--- config.mk ---
export PLATFORM = sky130hd
export DESIGN_NAME = terminal_text_writer_flat
export DESIGN_NICKNAME = d
export VERILOG_FILES = /design/src/rtl/terminal_text_writer_pkg.sv /design/src/rtl/terminal_text_writer_if.sv /design/src/rtl/terminal_text_writer_text_addr_calc.sv /design/src/rtl/terminal_text_writer.sv /design/src/flat_wrapper.sv
export SDC_FILE = /design/constraint.sdc
export NUM_CORES = 1
export LEC_CHECK = 0
export CORE_MARGIN = 10
export CORE_UTILIZATION = 28
export DETAILED_ROUTE_END_ITERATION = 8
export SLEW_MARGIN = 15
export SYNTH_ARGS = -nofsm -noshare
export SYNTH_HDL_FRONTEND = slang
export SYNTH_SLANG_ARGS = --single-unit
--- constraint.sdc ---
create_clock -name clk -period 5.2 [get_ports clk]
set_input_delay 1.56 -clock clk [delete_from_list [all_inputs] [get_ports clk]]
set_output_delay 1.56 -clock clk [all_outputs]
set_load 0.01 [all_outputs]
--- src/rtl/terminal_text_writer_pkg.sv ---
// Shared constants, character codes and state encoding for the terminal text writer.
package terminal_text_writer_pkg;

  localparam int COLS   = 70;
  localparam int ROWS   = 30;
  localparam int ADDR_W = 12;
  localparam int CELLS  = COLS * ROWS;

  localparam logic [7:0] BLANK  = 8'h20;
  localparam logic [7:0] ASC_BS = 8'h08;
  localparam logic [7:0] ASC_LF = 8'h0A;
  localparam logic [7:0] ASC_FF = 8'h0C;
  localparam logic [7:0] ASC_CR = 8'h0D;

  typedef enum logic [1:0] {
    INIT_CLR = 2'd0,
    IDLE     = 2'd1,
    ROW_CLR  = 2'd2
  } state_e;

  function automatic logic is_printable(input logic [7:0] code);
    return (code >= 8'h20) && (code <= 8'h7E);
  endfunction

endpackage

--- src/rtl/terminal_text_writer_if.sv ---
// Character input handshake plus buffer write and cursor/scroll publication.
interface terminal_text_writer_if;
  import terminal_text_writer_pkg::*;

  logic [7:0]        ascii_in;
  logic              ascii_valid;
  logic              ascii_ready;
  logic              wr_en;
  logic [ADDR_W-1:0] wr_addr;
  logic [7:0]        wr_data;
  logic [6:0]        cursor_x;
  logic [4:0]        cursor_y;
  logic [4:0]        scroll_base;

  modport master (
    output ascii_in, ascii_valid,
    input  ascii_ready, wr_en, wr_addr, wr_data, cursor_x, cursor_y, scroll_base
  );

  modport slave (
    input  ascii_in, ascii_valid,
    output ascii_ready, wr_en, wr_addr, wr_data, cursor_x, cursor_y, scroll_base
  );

endinterface

--- src/rtl/terminal_text_writer_text_addr_calc.sv ---
// Maps (scroll_base, screen row, column) to a linear buffer address without a divider or multiplier.
module text_addr_calc
  import terminal_text_writer_pkg::*;
(
  input  logic [4:0]        scroll_base,
  input  logic [4:0]        row,
  input  logic [6:0]        col,
  output logic [ADDR_W-1:0] addr
);

  localparam logic [ADDR_W-1:0] COLS_V = ADDR_W'(COLS);

  logic [5:0]        row_sum;
  logic [4:0]        phys_row;
  logic [ADDR_W-1:0] row_off;

  // Both operands are below ROWS, so one conditional subtract is enough for the modulo.
  always_comb begin
    row_sum = {1'b0, scroll_base} + {1'b0, row};
    if (row_sum >= 6'(ROWS)) begin
      phys_row = 5'(row_sum - 6'(ROWS));
    end else begin
      phys_row = row_sum[4:0];
    end
  end

  // Row times COLS built as a sum of shifted copies, one per set bit of COLS.
  always_comb begin
    row_off = '0;
    for (int i = 0; i < ADDR_W; i++) begin
      if (COLS_V[i]) begin
        row_off = row_off + (ADDR_W'(phys_row) << i);
      end
    end
    addr = row_off + ADDR_W'(col);
  end

endmodule

--- src/rtl/terminal_text_writer.sv ---
// Writes characters into the display buffer: printables, newline, backspace,
// form feed and hardware scroll, with full-screen and single-row blanking.
//
// state    | meaning
// ---------+----------------------------------------------------------
// INIT_CLR | blank every cell 0..COLS*ROWS-1, one per cycle
// IDLE     | ready for one character; performs its write next cycle
// ROW_CLR  | blank the physical row that just became the bottom row
module terminal_text_writer
  import terminal_text_writer_pkg::*;
(
  input  logic                 clk,
  input  logic                 clrn,
  terminal_text_writer_if.slave tw
);

  state_e            state_q, state_d;
  logic [ADDR_W-1:0] clr_cnt_q, clr_cnt_d;
  logic [4:0]        clr_row_q, clr_row_d;
  logic [6:0]        cur_x_q, cur_x_d;
  logic [4:0]        cur_y_q, cur_y_d;
  logic [4:0]        scroll_q, scroll_d;
  logic              wr_en_q, wr_en_d;
  logic [ADDR_W-1:0] wr_addr_q, wr_addr_d;
  logic [7:0]        wr_data_q, wr_data_d;

  logic [4:0]        calc_base;
  logic [4:0]        calc_row;
  logic [6:0]        calc_col;
  logic [ADDR_W-1:0] calc_addr;
  logic              newline;

  assign tw.ascii_ready = (state_q == IDLE);
  assign tw.wr_en       = wr_en_q;
  assign tw.wr_addr     = wr_addr_q;
  assign tw.wr_data     = wr_data_q;
  assign tw.cursor_x    = cur_x_q;
  assign tw.cursor_y    = cur_y_q;
  assign tw.scroll_base = scroll_q;

  // Single address calculator shared between the row clear and character writes.
  always_comb begin
    calc_base = scroll_q;
    calc_row  = cur_y_q;
    calc_col  = cur_x_q;
    if (state_q == ROW_CLR) begin
      calc_base = clr_row_q;
      calc_row  = '0;
      calc_col  = clr_cnt_q[6:0];
    end else if (tw.ascii_in == ASC_BS) begin
      calc_col = cur_x_q - 7'd1;
    end
  end

  text_addr_calc u_addr_calc (
    .scroll_base (calc_base),
    .row         (calc_row),
    .col         (calc_col),
    .addr        (calc_addr)
  );

  // Next-state, cursor and write-port logic; auto-wrap reuses the newline path.
  always_comb begin
    state_d   = state_q;
    clr_cnt_d = clr_cnt_q;
    clr_row_d = clr_row_q;
    cur_x_d   = cur_x_q;
    cur_y_d   = cur_y_q;
    scroll_d  = scroll_q;
    wr_en_d   = 1'b0;
    wr_addr_d = wr_addr_q;
    wr_data_d = wr_data_q;
    newline   = 1'b0;

    case (state_q)
      INIT_CLR: begin
        wr_en_d   = 1'b1;
        wr_addr_d = clr_cnt_q;
        wr_data_d = BLANK;
        if (clr_cnt_q == ADDR_W'(CELLS - 1)) begin
          clr_cnt_d = '0;
          state_d   = IDLE;
        end else begin
          clr_cnt_d = clr_cnt_q + 1'b1;
        end
      end

      ROW_CLR: begin
        wr_en_d   = 1'b1;
        wr_addr_d = calc_addr;
        wr_data_d = BLANK;
        if (clr_cnt_q == ADDR_W'(COLS - 1)) begin
          clr_cnt_d = '0;
          state_d   = IDLE;
        end else begin
          clr_cnt_d = clr_cnt_q + 1'b1;
        end
      end

      IDLE: begin
        if (tw.ascii_valid) begin
          if (is_printable(tw.ascii_in)) begin
            wr_en_d   = 1'b1;
            wr_addr_d = calc_addr;
            wr_data_d = tw.ascii_in;
            if (cur_x_q < 7'(COLS - 1)) begin
              cur_x_d = cur_x_q + 7'd1;
            end else begin
              newline = 1'b1;
            end
          end else if ((tw.ascii_in == ASC_LF) || (tw.ascii_in == ASC_CR)) begin
            newline = 1'b1;
          end else if (tw.ascii_in == ASC_BS) begin
            if (cur_x_q != 7'd0) begin
              cur_x_d   = cur_x_q - 7'd1;
              wr_en_d   = 1'b1;
              wr_addr_d = calc_addr;
              wr_data_d = BLANK;
            end
          end else if (tw.ascii_in == ASC_FF) begin
            cur_x_d   = '0;
            cur_y_d   = '0;
            scroll_d  = '0;
            clr_cnt_d = '0;
            state_d   = INIT_CLR;
          end
        end
      end

      default: begin
        state_d   = INIT_CLR;
        clr_cnt_d = '0;
      end
    endcase

    // The old top row becomes the new bottom row after a scroll, so it is the one blanked.
    if (newline) begin
      cur_x_d = '0;
      if (cur_y_q < 5'(ROWS - 1)) begin
        cur_y_d = cur_y_q + 5'd1;
      end else begin
        scroll_d  = (scroll_q == 5'(ROWS - 1)) ? 5'd0 : scroll_q + 5'd1;
        clr_row_d = scroll_q;
        clr_cnt_d = '0;
        state_d   = ROW_CLR;
      end
    end
  end

  // State and output registers; reset restarts the full-screen clear.
  always_ff @(posedge clk or negedge clrn) begin
    if (!clrn) begin
      state_q   <= INIT_CLR;
      clr_cnt_q <= '0;
      clr_row_q <= '0;
      cur_x_q   <= '0;
      cur_y_q   <= '0;
      scroll_q  <= '0;
      wr_en_q   <= 1'b0;
      wr_addr_q <= '0;
      wr_data_q <= BLANK;
    end else begin
      state_q   <= state_d;
      clr_cnt_q <= clr_cnt_d;
      clr_row_q <= clr_row_d;
      cur_x_q   <= cur_x_d;
      cur_y_q   <= cur_y_d;
      scroll_q  <= scroll_d;
      wr_en_q   <= wr_en_d;
      wr_addr_q <= wr_addr_d;
      wr_data_q <= wr_data_d;
    end
  end

endmodule
--- src/flat_wrapper.sv ---
// flat-port wrapper written by rule: the top's interface ports become plain ports
module terminal_text_writer_flat import terminal_text_writer_pkg::*;
  (clk, clrn, tw_ascii_in, tw_ascii_valid, tw_ascii_ready, tw_wr_en, tw_wr_addr, tw_wr_data, tw_cursor_x, tw_cursor_y, tw_scroll_base);
  terminal_text_writer_if tw_i ();
  input  logic clk;
  input  logic clrn;
  input wire logic [$bits(tw_i.ascii_in)-1:0] tw_ascii_in;
  input wire logic [$bits(tw_i.ascii_valid)-1:0] tw_ascii_valid;
  output wire logic [$bits(tw_i.ascii_ready)-1:0] tw_ascii_ready;
  output wire logic [$bits(tw_i.wr_en)-1:0] tw_wr_en;
  output wire logic [$bits(tw_i.wr_addr)-1:0] tw_wr_addr;
  output wire logic [$bits(tw_i.wr_data)-1:0] tw_wr_data;
  output wire logic [$bits(tw_i.cursor_x)-1:0] tw_cursor_x;
  output wire logic [$bits(tw_i.cursor_y)-1:0] tw_cursor_y;
  output wire logic [$bits(tw_i.scroll_base)-1:0] tw_scroll_base;
  assign tw_i.ascii_in = tw_ascii_in;
  assign tw_i.ascii_valid = tw_ascii_valid;
  assign tw_ascii_ready = tw_i.ascii_ready;
  assign tw_wr_en = tw_i.wr_en;
  assign tw_wr_addr = tw_i.wr_addr;
  assign tw_wr_data = tw_i.wr_data;
  assign tw_cursor_x = tw_i.cursor_x;
  assign tw_cursor_y = tw_i.cursor_y;
  assign tw_scroll_base = tw_i.scroll_base;
  terminal_text_writer u_core (.clk(clk), .clrn(clrn), .tw(tw_i));
endmodule
## After elaboration in Yosys (flattened, before gate mapping)

Cells that the tools add are included.

| storage, ports and cells | value |
|---|---|
| memories kept | 0 |
| input bits | 11 |
| memory bits (read-only) | 0 |
| register bits after elaboration | 57 |
| bits in writable memories | 0 |
| word-level logic and storage cells | 129 |
| bits in latches | 0 |

| cells by class | value |
|---|---|
| bitwise logic cells | 1 |
| $lt $le $gt $ge | 5 |
| muxes and demuxes | 74 |
| divide/modulo/power cells | 0 |
| reduce and logical (&&, ||, !) cells | 14 |
| equality and inequality tests | 16 |
| $mul | 0 |
| shift operators | 0 |
| add/sub/neg operators | 10 |

Operator list:

| cell | number |
|---|---|
| 12-bit 2-to-1 mux | 14 |
| 5-bit 2-to-1 mux | 20 |
| 7-bit 2-to-1 mux | 11 |
| 12-bit one-hot mux with 3 select lines | 2 |
| 8-bit 2-to-1 mux | 5 |
| 8-bit by 4-bit == test with 1-bit output, second input constant | 4 |
| 2-bit 2-to-1 mux | 9 |
| 8-bit one-hot mux with 2 select lines | 1 |
| 12-bit by 1-bit adder with 12-bit output, second input constant | 1 |
| 12-bit by 7-bit adder with 12-bit output | 1 |
| 8-bit by 11-bit adder with 12-bit output | 1 |
| 12-bit == test, second input constant | 1 |
| 12-bit by 7-bit == test with 1-bit output, second input constant | 1 |
| 5-bit by 1-bit adder with 5-bit output, second input constant | 2 |
| 1-bit 2-to-1 mux | 10 |
| 5-bit AND reduction | 2 |
| 3-bit by 1-bit inequality test with 1-bit output, second input constant | 3 |
| 6-bit by 7-bit adder with 8-bit output | 1 |
| 8-bit by 6-bit greater-or-equal comparator with 1-bit output, second input constant | 1 |
| 8-bit by 7-bit <= comparator with 1-bit output, second input constant | 1 |
| 7-bit by 1-bit adder with 7-bit output, second input constant | 1 |
| 7-bit < comparator, second input constant | 1 |
| 7-bit nonzero test | 1 |
| 7-bit by 1-bit subtractor with 7-bit output, second input constant | 1 |
| 22 further kinds | 25 |

## Longest topological paths before layout

Gate-level depths: netlist of run 1.

| depth | value |
|---|---|
| depth in word-level cells | 14 |
| gate-level depth with buffers | 23 |
| gate-level depth less buffers | 22 |

## Hierarchy

From an unflattened synthesis of run 1, not the netlist that was laid out.

| second synthesis, totals | value |
|---|---|
| cell total of the unflattened synthesis | 485 |
| area, all modules | 4455.5 µm² |

By module, submodules not included:

| module | cells an instance | area each (µm²) | instances | seq. area each (µm²) |
|---|---|---|---|---|
| terminal_text_writer | 386 | 3652.3 | 1 | 1427.6 |
| text_addr_calc | 99 | 803.3 | 1 | 0.0 |

## Worst setup path after synthesis of run 1

No wires, ideal clock.

| timing | value |
|---|---|
| path type | register -> register |
| from | register u_core.state_q[0] |
| to | register u_core.wr_addr_q[10], in the netlist u_core.tw.wr_addr[10] |
| path buffers | 1 |
| data arrival time | 5132 ps |
| stages on the path, launching flop included | 23 |
| required time | 5056 ps |
| slack | -76 ps |
| library setup time | 144 ps |
| period minus slack after synthesis | 5276 ps |
| cell sequence | dfrtp_1 inv_1 ha_1 clkbuf_1 mux2_2 ha_1 fa_1 xnor2_1 a2111oi_2 o211ai_2 and2_1 nand2_1 o21ai_1 fa_1 ha_1 fa_1 a21o_1 a21oi_1 o21bai_1 a21oi_1 a211oi_1 mux2_2 o311ai_1 |

| between the ends | value |
|---|---|
| longest elaborated chain between the ends | 14 |

Ends and longest elaborated chain:

| element | RTL line | RTL |
|---|---|---|
| start: declaration | terminal_text_writer.sv:17 | `state_e state_q, state_d;` |
| start signal: assignment | terminal_text_writer.sv:163 | `state_q <= state_d;` |
| 2-bit == test | terminal_text_writer.sv:46, terminal_text_writer.sv:75 |  |
| 5-bit 2-to-1 mux | terminal_text_writer.sv:46 | `if (state_q == ROW_CLR) begin` |
| 5-bit by 5-bit adder with 6-bit output | terminal_text_writer_text_addr_calc.sv:19 | `row_sum = {1'b0, scroll_base} + {1'b0, row};` |
| 5-bit subtractor / 6-bit by 5-bit greater-or-equal comparator with 1-bit output (equally long branches) | terminal_text_writer_text_addr_calc.sv:21, terminal_text_writer_text_addr_calc.sv:20 |  |
| 5-bit 2-to-1 mux | terminal_text_writer_text_addr_calc.sv:20 | `if (row_sum >= 6'(ROWS)) begin` |
| 6-bit by 7-bit adder with 8-bit output | terminal_text_writer_text_addr_calc.sv:32 | `row_off = row_off + (ADDR_W'(phys_row) << i);` |
| 8-bit by 11-bit adder with 12-bit output | terminal_text_writer_text_addr_calc.sv:32 |  |
| 12-bit by 7-bit adder with 12-bit output | terminal_text_writer_text_addr_calc.sv:35 | `addr = row_off + ADDR_W'(col);` |
| 12-bit 2-to-1 mux | terminal_text_writer.sv:114 | `if (cur_x_q != 7'd0) begin` |
| 12-bit 2-to-1 mux | terminal_text_writer.sv:113 | `end else if (tw.ascii_in == ASC_BS) begin` |
| 12-bit 2-to-1 mux | terminal_text_writer.sv:111 | `end else if ((tw.ascii_in == ASC_LF) \|\| (tw.ascii_in == ASC_CR)) begin` |
| 12-bit 2-to-1 mux | terminal_text_writer.sv:102 | `if (is_printable(tw.ascii_in)) begin` |
| 12-bit 2-to-1 mux | terminal_text_writer.sv:101 | `if (tw.ascii_valid) begin` |
| 12-bit one-hot mux with 3 select lines | terminal_text_writer.sv:75 | `case (state_q)` |
| end signal: assignment | terminal_text_writer.sv:170 | `wr_addr_q <= wr_addr_d;` |
| end: declaration | terminal_text_writer.sv:24 | `logic [ADDR_W-1:0] wr_addr_q, wr_addr_d;` |

Several ways; a longest one is shown, not always the timed one. The select of a mux whose other input is x is not followed.
A chain may end at the register's enable or synchronous reset.

## Worst setup path in the final report of run 1

| timing | value |
|---|---|
| from | register u_core.state_q[0] |
| to | register u_core.wr_addr_q[9], in the netlist u_core.tw.wr_addr[9] |

The elaborated chain is that of the path after synthesis.

==> results_dict.tcl, run 1 <==
set metrics [dict create \
    crit_buf_inv 2 \
    cts_sinks 57 \
    grt_max_degree 39 \
    nNetsFinal 613 \
    syn_area_um2 4290 \
    power_density_nw_per_um2 188 \
    synth-edff-count 0 \
    final.setup.tns_ns 0 \
    maxCapViolations 0 \
    ys_warn_count 0 \
    wire_per_inst_um 15.8 \
    ant_nets 0 \
    num_rows 45 \
    vias 3962 \
    start_util_pct 28.4 \
    ir_worst_vdd_mv 0.101 \
    die_w_um 144 \
    utilization_pct 37.3 \
    drive_above_1_share_pct 17.0 \
    critical_path.top_delay_family "adder cells" \
    route.detailed.drc 0 \
    cp-end-kind "flop" \
    drtPass1Iterations 4 \
    critical_path_required_ns 5.43 \
    antenna_found_initial 0 \
    synth_compound_area_share_pct 23.2 \
    cp_slowest_cell "fa_2" \
    portBuffers 49 \
    setup_ws_ns 0.199 \
    place_congestion 0.883 \
    syn_nets 535 \
    synthMuxAreaShare_pct 4.75 \
    grt_pass1_vias 4053 \
    worstSetupPathType "flop to flop" \
    hpwlAfterDp_um 8980 \
    seq_area_frac_synth_pct 33.3 \
    r2r_setup_slack_ns 0.20 \
    drtIter0Drc 204 \
    clkLatencyLatePin_ns 0.34 \
    crit_chain "inv_1 -> ha_2 -> mux2_2 -> ha_2 -> fa_2 -> xnor2_4 -> a2111oi_4 -> o211ai_2 -> and2_4 -> nand2_1 -> o21ai_2 -> buf_4 -> xor2_1 -> ha_1 -> ha_1 -> a211oi_2 -> o21ai_1 -> nand2_1 -> a211o_2 -> o2111a_1 -> mux2_1 -> o311ai_1" \
    leakagePower_nw 2.43 \
    io_pins 50 \
    clk_pin_slew_ns 0.05 \
    p_sw_mw 0.229 \
    routed_wl_um 12000 \
    avgSynthCellArea_um2 8.78 \
    synthXorXnorAreaFrac_pct 3.06 \
    htreeDepth 3 \
    drt-vias-per-instance 5.21 \
    cts_buffer_depth 2 \
    fp.dieH_um 144 \
    syn_inst 489 \
    grt_usage_pct 12.1 \
    ys.flop_type "dfrtp_1" \
    power.share.clock_pct 54.7 \
    syn_to_final_growth_pct 31.2 \
    numCtsBuffers 9 \
    worst_pin_slew_ns 0.912 \
    worstPathArrival_ns 5.23 \
    p_int_mw 0.831 \
    post-place-ws_ns -0.220 \
    synth_cell_types 73 \
    clock_skew_ns 0.00779 \
    synth_adder_area_share_pct 11.1 \
    start_kind "flop" \
    p_seq_share_pct 41.9 \
    slowest_delay_ns 0.45 \
    combPwrFrac_pct 3.3 \
    hold_violations 0 \
    hold_path.class "flop to flop" \
    die_area_um2 20700 \
    root_buffer "clkbuf_16" \
    path_max_fanout 3 \
    clock.fmax_mhz 200 \
    fin_crit_ns 5.00 \
    synth_seq_cells 57 \
    swShare_pct 21.6 \
    grt-ovfl-total 0 \
    insertedDiodeCount 0 \
    grt_pass1_wl_um 20500 \
    finalSetupViolCount 0 \
    post_synth_and_or_nand_nor_area_fraction_pct 20.7 \
    status "finished, final reports clean" \
    slew_headroom_pct 39.2 \
    coreArea_um2 15100 \
    slew_viol_final 0 \
    fillers 1533 \
    period_share_pct 96.2 \
    synth_top_family_by_area "compound AO/OA/AOI/OAI gates" \
    tritoncts "done" \
    async_reset_ff_share_pct 100 \
]
path summary, 6_finish.rpt:
kind                                                  startpoint                               end  cells past startpoint
worst max-delay path                 u_core.state_q[0]$_DFF_PN0_  u_core.tw.wr_addr[9]$_DFFE_PN0P_                     22
worst min-delay path            u_core.tw.wr_data[5]$_DFFE_PN1P_  u_core.tw.wr_data[5]$_DFFE_PN1P_                      2
worst max register to register       u_core.state_q[0]$_DFF_PN0_  u_core.tw.wr_addr[9]$_DFFE_PN0P_                     22
worst min register to register  u_core.tw.wr_data[5]$_DFFE_PN1P_  u_core.tw.wr_data[5]$_DFFE_PN1P_                      2
max in group asynchronous                                   clrn  u_core.tw.wr_data[5]$_DFFE_PN1P_                      2
min in group asynchronous                                   clrn   u_core.clr_row_q[4]$_DFFE_PN0P_                      1
sequential cells by signal (all words and copies together) (netlist names):
| register | count |
|---|---|
| u_core.clr_cnt_q | 12 |
| u_core.tw.wr_addr | 12 |
| u_core.tw.wr_data | 8 |
| u_core.tw.cursor_x | 7 |
| u_core.clr_row_q | 5 |
| u_core.tw.cursor_y | 5 |
| u_core.tw.scroll_base | 5 |
| u_core.state_q | 2 |
| u_core.tw.wr_en | 1 |
placed cells by master, fill, tap and decap left out, types with 4 or more instances in the layout:
cell / synthesis / routed
dfrtp_1: 56 / 56
nand2_1: 51 / 51
clkdlybuf4s50_1: 0 / 48
nor2_1: 38 / 38
buf_4: 0 / 38
o21ai_0: 31 / 27
a21oi_1: 27 / 25
ha_1: 30 / 25
o21ai_1: 17 / 20
inv_1: 19 / 19
nand3_1: 18 / 18
a22o_1: 15 / 15
nor3_1: 10 / 10
mux2_2: 10 / 10
nor3b_1: 9 / 9
clkbuf_16: 0 / 9
mux2i_1: 8 / 8
a21o_1: 7 / 7
xnor2_1: 9 / 7
nor2b_1: 8 / 7
xor2_1: 6 / 6
o31ai_1: 5 / 5
and3_1: 5 / 5
nand4b_1: 4 / 4
and2_1: 5 / 4
nor4_1: 4 / 4
nand2b_1: 4 / 4
o21bai_1: 4 / 4
fa_1: 5 / 4
clkbuf_8: 0 / 4
worst reg2reg max path, delay by kind of cell, from the launching register on:
kind            cells  cell delay, ns
fa+ha+maj           5            1.49
simple gates        3            0.40
buf+inv             2            0.23
compound gates      8            1.40
xor+xnor            2            0.34
mux                 2            0.64
flops               1            0.38
cells in the mapped netlist, types with 3 or more instances:
| library cell | instances | area, µm² |
|---|---|---|
| o31ai_1 | 5 | 37.5 |
| xor2_1 | 6 | 52.6 |
| nor3_1 | 10 | 50.1 |
| nor4_1 | 4 | 25.0 |
| or3_1 | 3 | 18.8 |
| nand3_1 | 18 | 90.1 |
| and3_1 | 5 | 31.3 |
| clkbuf_1 | 16 | 60.1 |
| mux2_2 | 10 | 113 |
| o21bai_1 | 4 | 30.0 |
| nor2b_1 | 8 | 50.1 |
| a21boi_0 | 3 | 22.5 |
| a21oi_1 | 27 | 135 |
| a22o_1 | 15 | 131 |
| nand2b_1 | 4 | 25.0 |
| and2_1 | 5 | 31.3 |
| ha_1 | 30 | 375 |
| o21ai_1 | 17 | 85.1 |
| fa_1 | 5 | 100 |
| nor3b_1 | 9 | 67.6 |
| dfrtp_1 | 56 | 1400 |
| nand4_1 | 3 | 18.8 |
| nand4b_1 | 4 | 35.0 |
| nor2_1 | 38 | 143 |
| a211oi_1 | 5 | 37.5 |
| inv_1 | 19 | 71.3 |
| a21o_1 | 7 | 52.6 |
| nand2_1 | 51 | 191 |
| mux2i_1 | 8 | 80.1 |
| o21ai_0 | 31 | 155 |
| xnor2_1 | 9 | 78.8 |
kinds of logic (layout without fill, tap and decap cells):
family / after synthesis / count (layout)
buf+inv: 42 / 125
xor+xnor: 15 / 15
mux: 19 / 19
flops: 57 / 57
compound gates: 146 / 146
simple gates: 175 / 175
fa+ha+maj: 35 / 35
layer usage:
layer,track usage (%),wire (µm)
met5,0,0
met3,3.93,603
met4,3.87,149
met1,14.8,5430
met2,19.8,5860
area by class of cell:
class                   count  area, µm²  area share [%]
multi-input cells         390       2820            50.1
flip-flops and latches     57       1430            25.4
repair buffers             87        771            13.7
clock buffers              14        284            5.04
well taps                 188        235            4.18
inverters                  22       82.6            1.47
clock inverters             2       10.0           0.178
through the flow:
step           cell area (µm²)  instances  hold slack [ns]  total power, mW
5_1_grt                   5630        760            0.500             1.10
4_1_cts                   5490        758            0.475             1.07
3_3_place_gp              5200        742            0.461            0.487
6_report                  5630        760            0.469             1.06
3_5_place_dp              5200        742            0.466            0.488
2_1_floorplan             4290        489            0.450            0.460
power groups by stage:
stage / clock network (mW) / logic, mW / registers, mW
floorplan: 0 / 0.00782 / 0.452
global placement: 0 / 0.0358 / 0.452
detailed placement: 0 / 0.0364 / 0.452
CTS: 0.593 / 0.0366 / 0.444
global route: 0.620 / 0.0398 / 0.444
finish: 0.580 / 0.0354 / 0.444
what timing repair did:
action                     4_1_cts  5_1_grt
buffers inserted                 0        2
resized for setup                1       24
setup endpoints to repair        1        5
pin swaps                        2        8
hold buffers                     0        0
No activity file was read; power rests on OpenSTA's default activity.
==> run 2: changes to the inputs <==
- PLACE_DENSITY: default -> 0.48
==> run 2 against run 1 <==
Net effect:
- first-iteration DRC count grew 11%
- fmax rose by 0.59%
- sequential power hardly changed
- routed wire length decreased by 1.0%
- hold slack gained 0.0062 ns
- flip-flop and latch count stayed put
- critical endpoint unchanged
- largest power group unchanged
==> results_dict.tcl, run 2 (synthesized netlist as in run 1, its figures left out) <==
set metrics [dict create \
    worstSetupPathType "flop to flop" \
    stdcell_area_um2 5630 \
    portBuffers 49 \
    whs_endpoint "u_core.tw.wr_data[5]$_DFFE_PN1P_" \
    r2r_setup_slack_ns 0.23 \
    hp-start "u_core.tw.wr_data[5]$_DFFE_PN1P_" \
    status "finished, final reports clean" \
    final.setup.tns_ns 0 \
    final_cell_mix "dfrtp_1, nand2_1, clkdlybuf4s50_1, buf_4, nor2_1" \
    dp_cells 745 \
    slew_headroom_pct 49.6 \
    slowest_delay_ns 0.52 \
    grt_usage_pct 12.3 \
    vias 3890 \
    grt_pass1_wl_um 20400 \
    ant_nets 0 \
    grtUsageMet1_pct 15.4 \
    grt_max_degree 34 \
    crit_chain "inv_1 -> ha_1 -> mux2_2 -> ha_2 -> fa_2 -> xnor2_4 -> a2111oi_4 -> o211ai_2 -> and2_4 -> nor2b_4 -> xnor2_2 -> fa_1 -> inv_1 -> ha_1 -> o21ai_1 -> o21ai_1 -> nand2_1 -> a211o_2 -> o2111a_1 -> mux2_1 -> o311ai_1" \
    combPwrFrac_pct 3.4 \
    p_sw_mw 0.223 \
    slew_viol_final 0 \
    die_area_um2 20700 \
    clkLatencyLatePin_ns 0.33 \
    grt-busiest-layer "met2" \
    finalSetupViolCount 0 \
    cts_sinks 57 \
    clock.fmax_mhz 201 \
    route.detailed.drc 0 \
    swShare_pct 21.3 \
    setup_ws_ns 0.228 \
    tritoncts "done" \
    syn_to_final_growth_pct 31.2 \
    drtIter0Drc 227 \
    power.share.clock_pct 54.1 \
    r2r_cells 21 \
    start_kind "flop" \
    cp_slowest_cell "fa_1" \
    fp.dieH_um 144 \
    multi_input_area_um2 2820 \
    hold_path.class "flop to flop" \
    hold_ws_ns 0.475 \
    critical_path.top_delay_family "adder cells" \
    wire_per_inst_um 15.6 \
    rsz0062_at_grt "true" \
    nNetsFinal 616 \
    drtPass1Iterations 5 \
    worst_pin_slew_ns 0.750 \
    utilization_pct 37.3 \
    clk_pin_slew_ns 0.05 \
    fillers 1566 \
    ir_worst_vdd_mv 0.107 \
    hpwlAfterDp_um 9080 \
    post-place-ws_ns -0.176 \
    coreArea_um2 15100 \
    io_pins 50 \
    grt_use_met2_pct 19.7 \
    fin_crit_ns 4.97 \
    leakagePower_nw 2.43 \
    path_max_fanout 3 \
    maxCapViolations 0 \
    die_w_um 144 \
    hold_violations 0 \
    start_util_pct 28.4 \
    cp-end-kind "flop" \
    placed_cell_area_um2 5220 \
    register_area_um2 1430 \
    reg2reg_from "u_core.state_q[0]$_DFF_PN0_" \
    place_congestion 0.857 \
    layout.cells.non_filler 762 \
    root_buffer "clkbuf_16" \
    worstPathArrival_ns 5.20 \
    grt-ovfl-total 0 \
    clock_skew_ns 0.00561 \
    p_int_mw 0.824 \
    power_density_nw_per_um2 186 \
    p_seq_share_pct 42.4 \
    cts_buffer_depth 2 \
    final_common_cell "dfrtp_1" \
    power_mw 1.05 \
    period_share_pct 95.6 \
    cp.depth 21 \
    htreeDepth 3 \
    num_rows 45 \
    met3_usage_pct 3.40 \
    drive_above_1_share_pct 16.9 \
    numCtsBuffers 9 \
    r2r_end "u_core.tw.wr_addr[9]$_DFFE_PN0P_" \
    crit_buf_inv 2 \
    routed_wl_um 11900 \
    grt_pass1_vias 4118 \
    drt-vias-per-instance 5.10 \
    antenna_found_initial 0 \
    insertedDiodeCount 0 \
    holdPathStages 2 \
    critical_path_required_ns 5.43 \
]
-- run 2: power groups by stage --
stage	clock network (mW)	registers [mW]	logic [mW]
CTS	0.585	0.444	0.0363
floorplan	0	0.452	0.00782
detailed placement	0	0.452	0.0363
finish	0.567	0.444	0.0361
global placement	0	0.452	0.0359
global route	0.608	0.444	0.0409
-- run 2: area by class of cell --
class                           instances  area share (%)
Sequential cell                        57            25.3
Multi-Input combinational cell        390            50.0
Clock buffer                           11            4.13
Inverter                               22            1.47
Tap cell                              188            4.18
Timing Repair Buffer                   90            14.1
Clock inverter                          4           0.800
-- run 2: metal layers --
metal	share of wire, %	wire, µm
met1	48	5710
met2	46	5520
met3	4.5	533
met4	1.3	156
met5	0	0
-- run 2: worst max path at each step --
| stage | start | endpoint | slack [ns] |
|---|---|---|---|
| global route | u_core.state_q[0]$_DFF_PN0_ | u_core.tw.wr_addr[9]$_DFFE_PN0P_ | -0.04 |
| finish | u_core.state_q[0]$_DFF_PN0_ | u_core.tw.wr_addr[9]$_DFFE_PN0P_ | 0.23 |
| global placement | tw_ascii_in[4] | u_core.tw.wr_addr[10]$_DFFE_PN0P_ | -0.18 |
| floorplan | u_core.state_q[0]$_DFF_PN0_ | u_core.tw.wr_addr[10]$_DFFE_PN0P_ | 0.04 |
| CTS | u_core.state_q[0]$_DFF_PN0_ | u_core.tw.wr_addr[9]$_DFFE_PN0P_ | 0.02 |
| detailed placement | tw_ascii_in[4] | u_core.tw.wr_addr[10]$_DFFE_PN0P_ | -0.18 |
-- run 2: timing repair --
| action | 4_1_cts | 5_1_grt |
|---|---|---|
| resized for setup | 3 | 21 |
| hold buffers | 0 | 0 |
| setup buffers | 0 | 2 |
| endpoints found under the setup margin | 2 | 5 |
| gates cloned | 0 | 0 |
| pin swaps | 2 | 9 |
-- run 2: tightest hold or removal path: stages, from the launching register on --
cell and delay (ns):
dfstp_2 0.36, nand2_1 0.05, o21ai_1 0.06
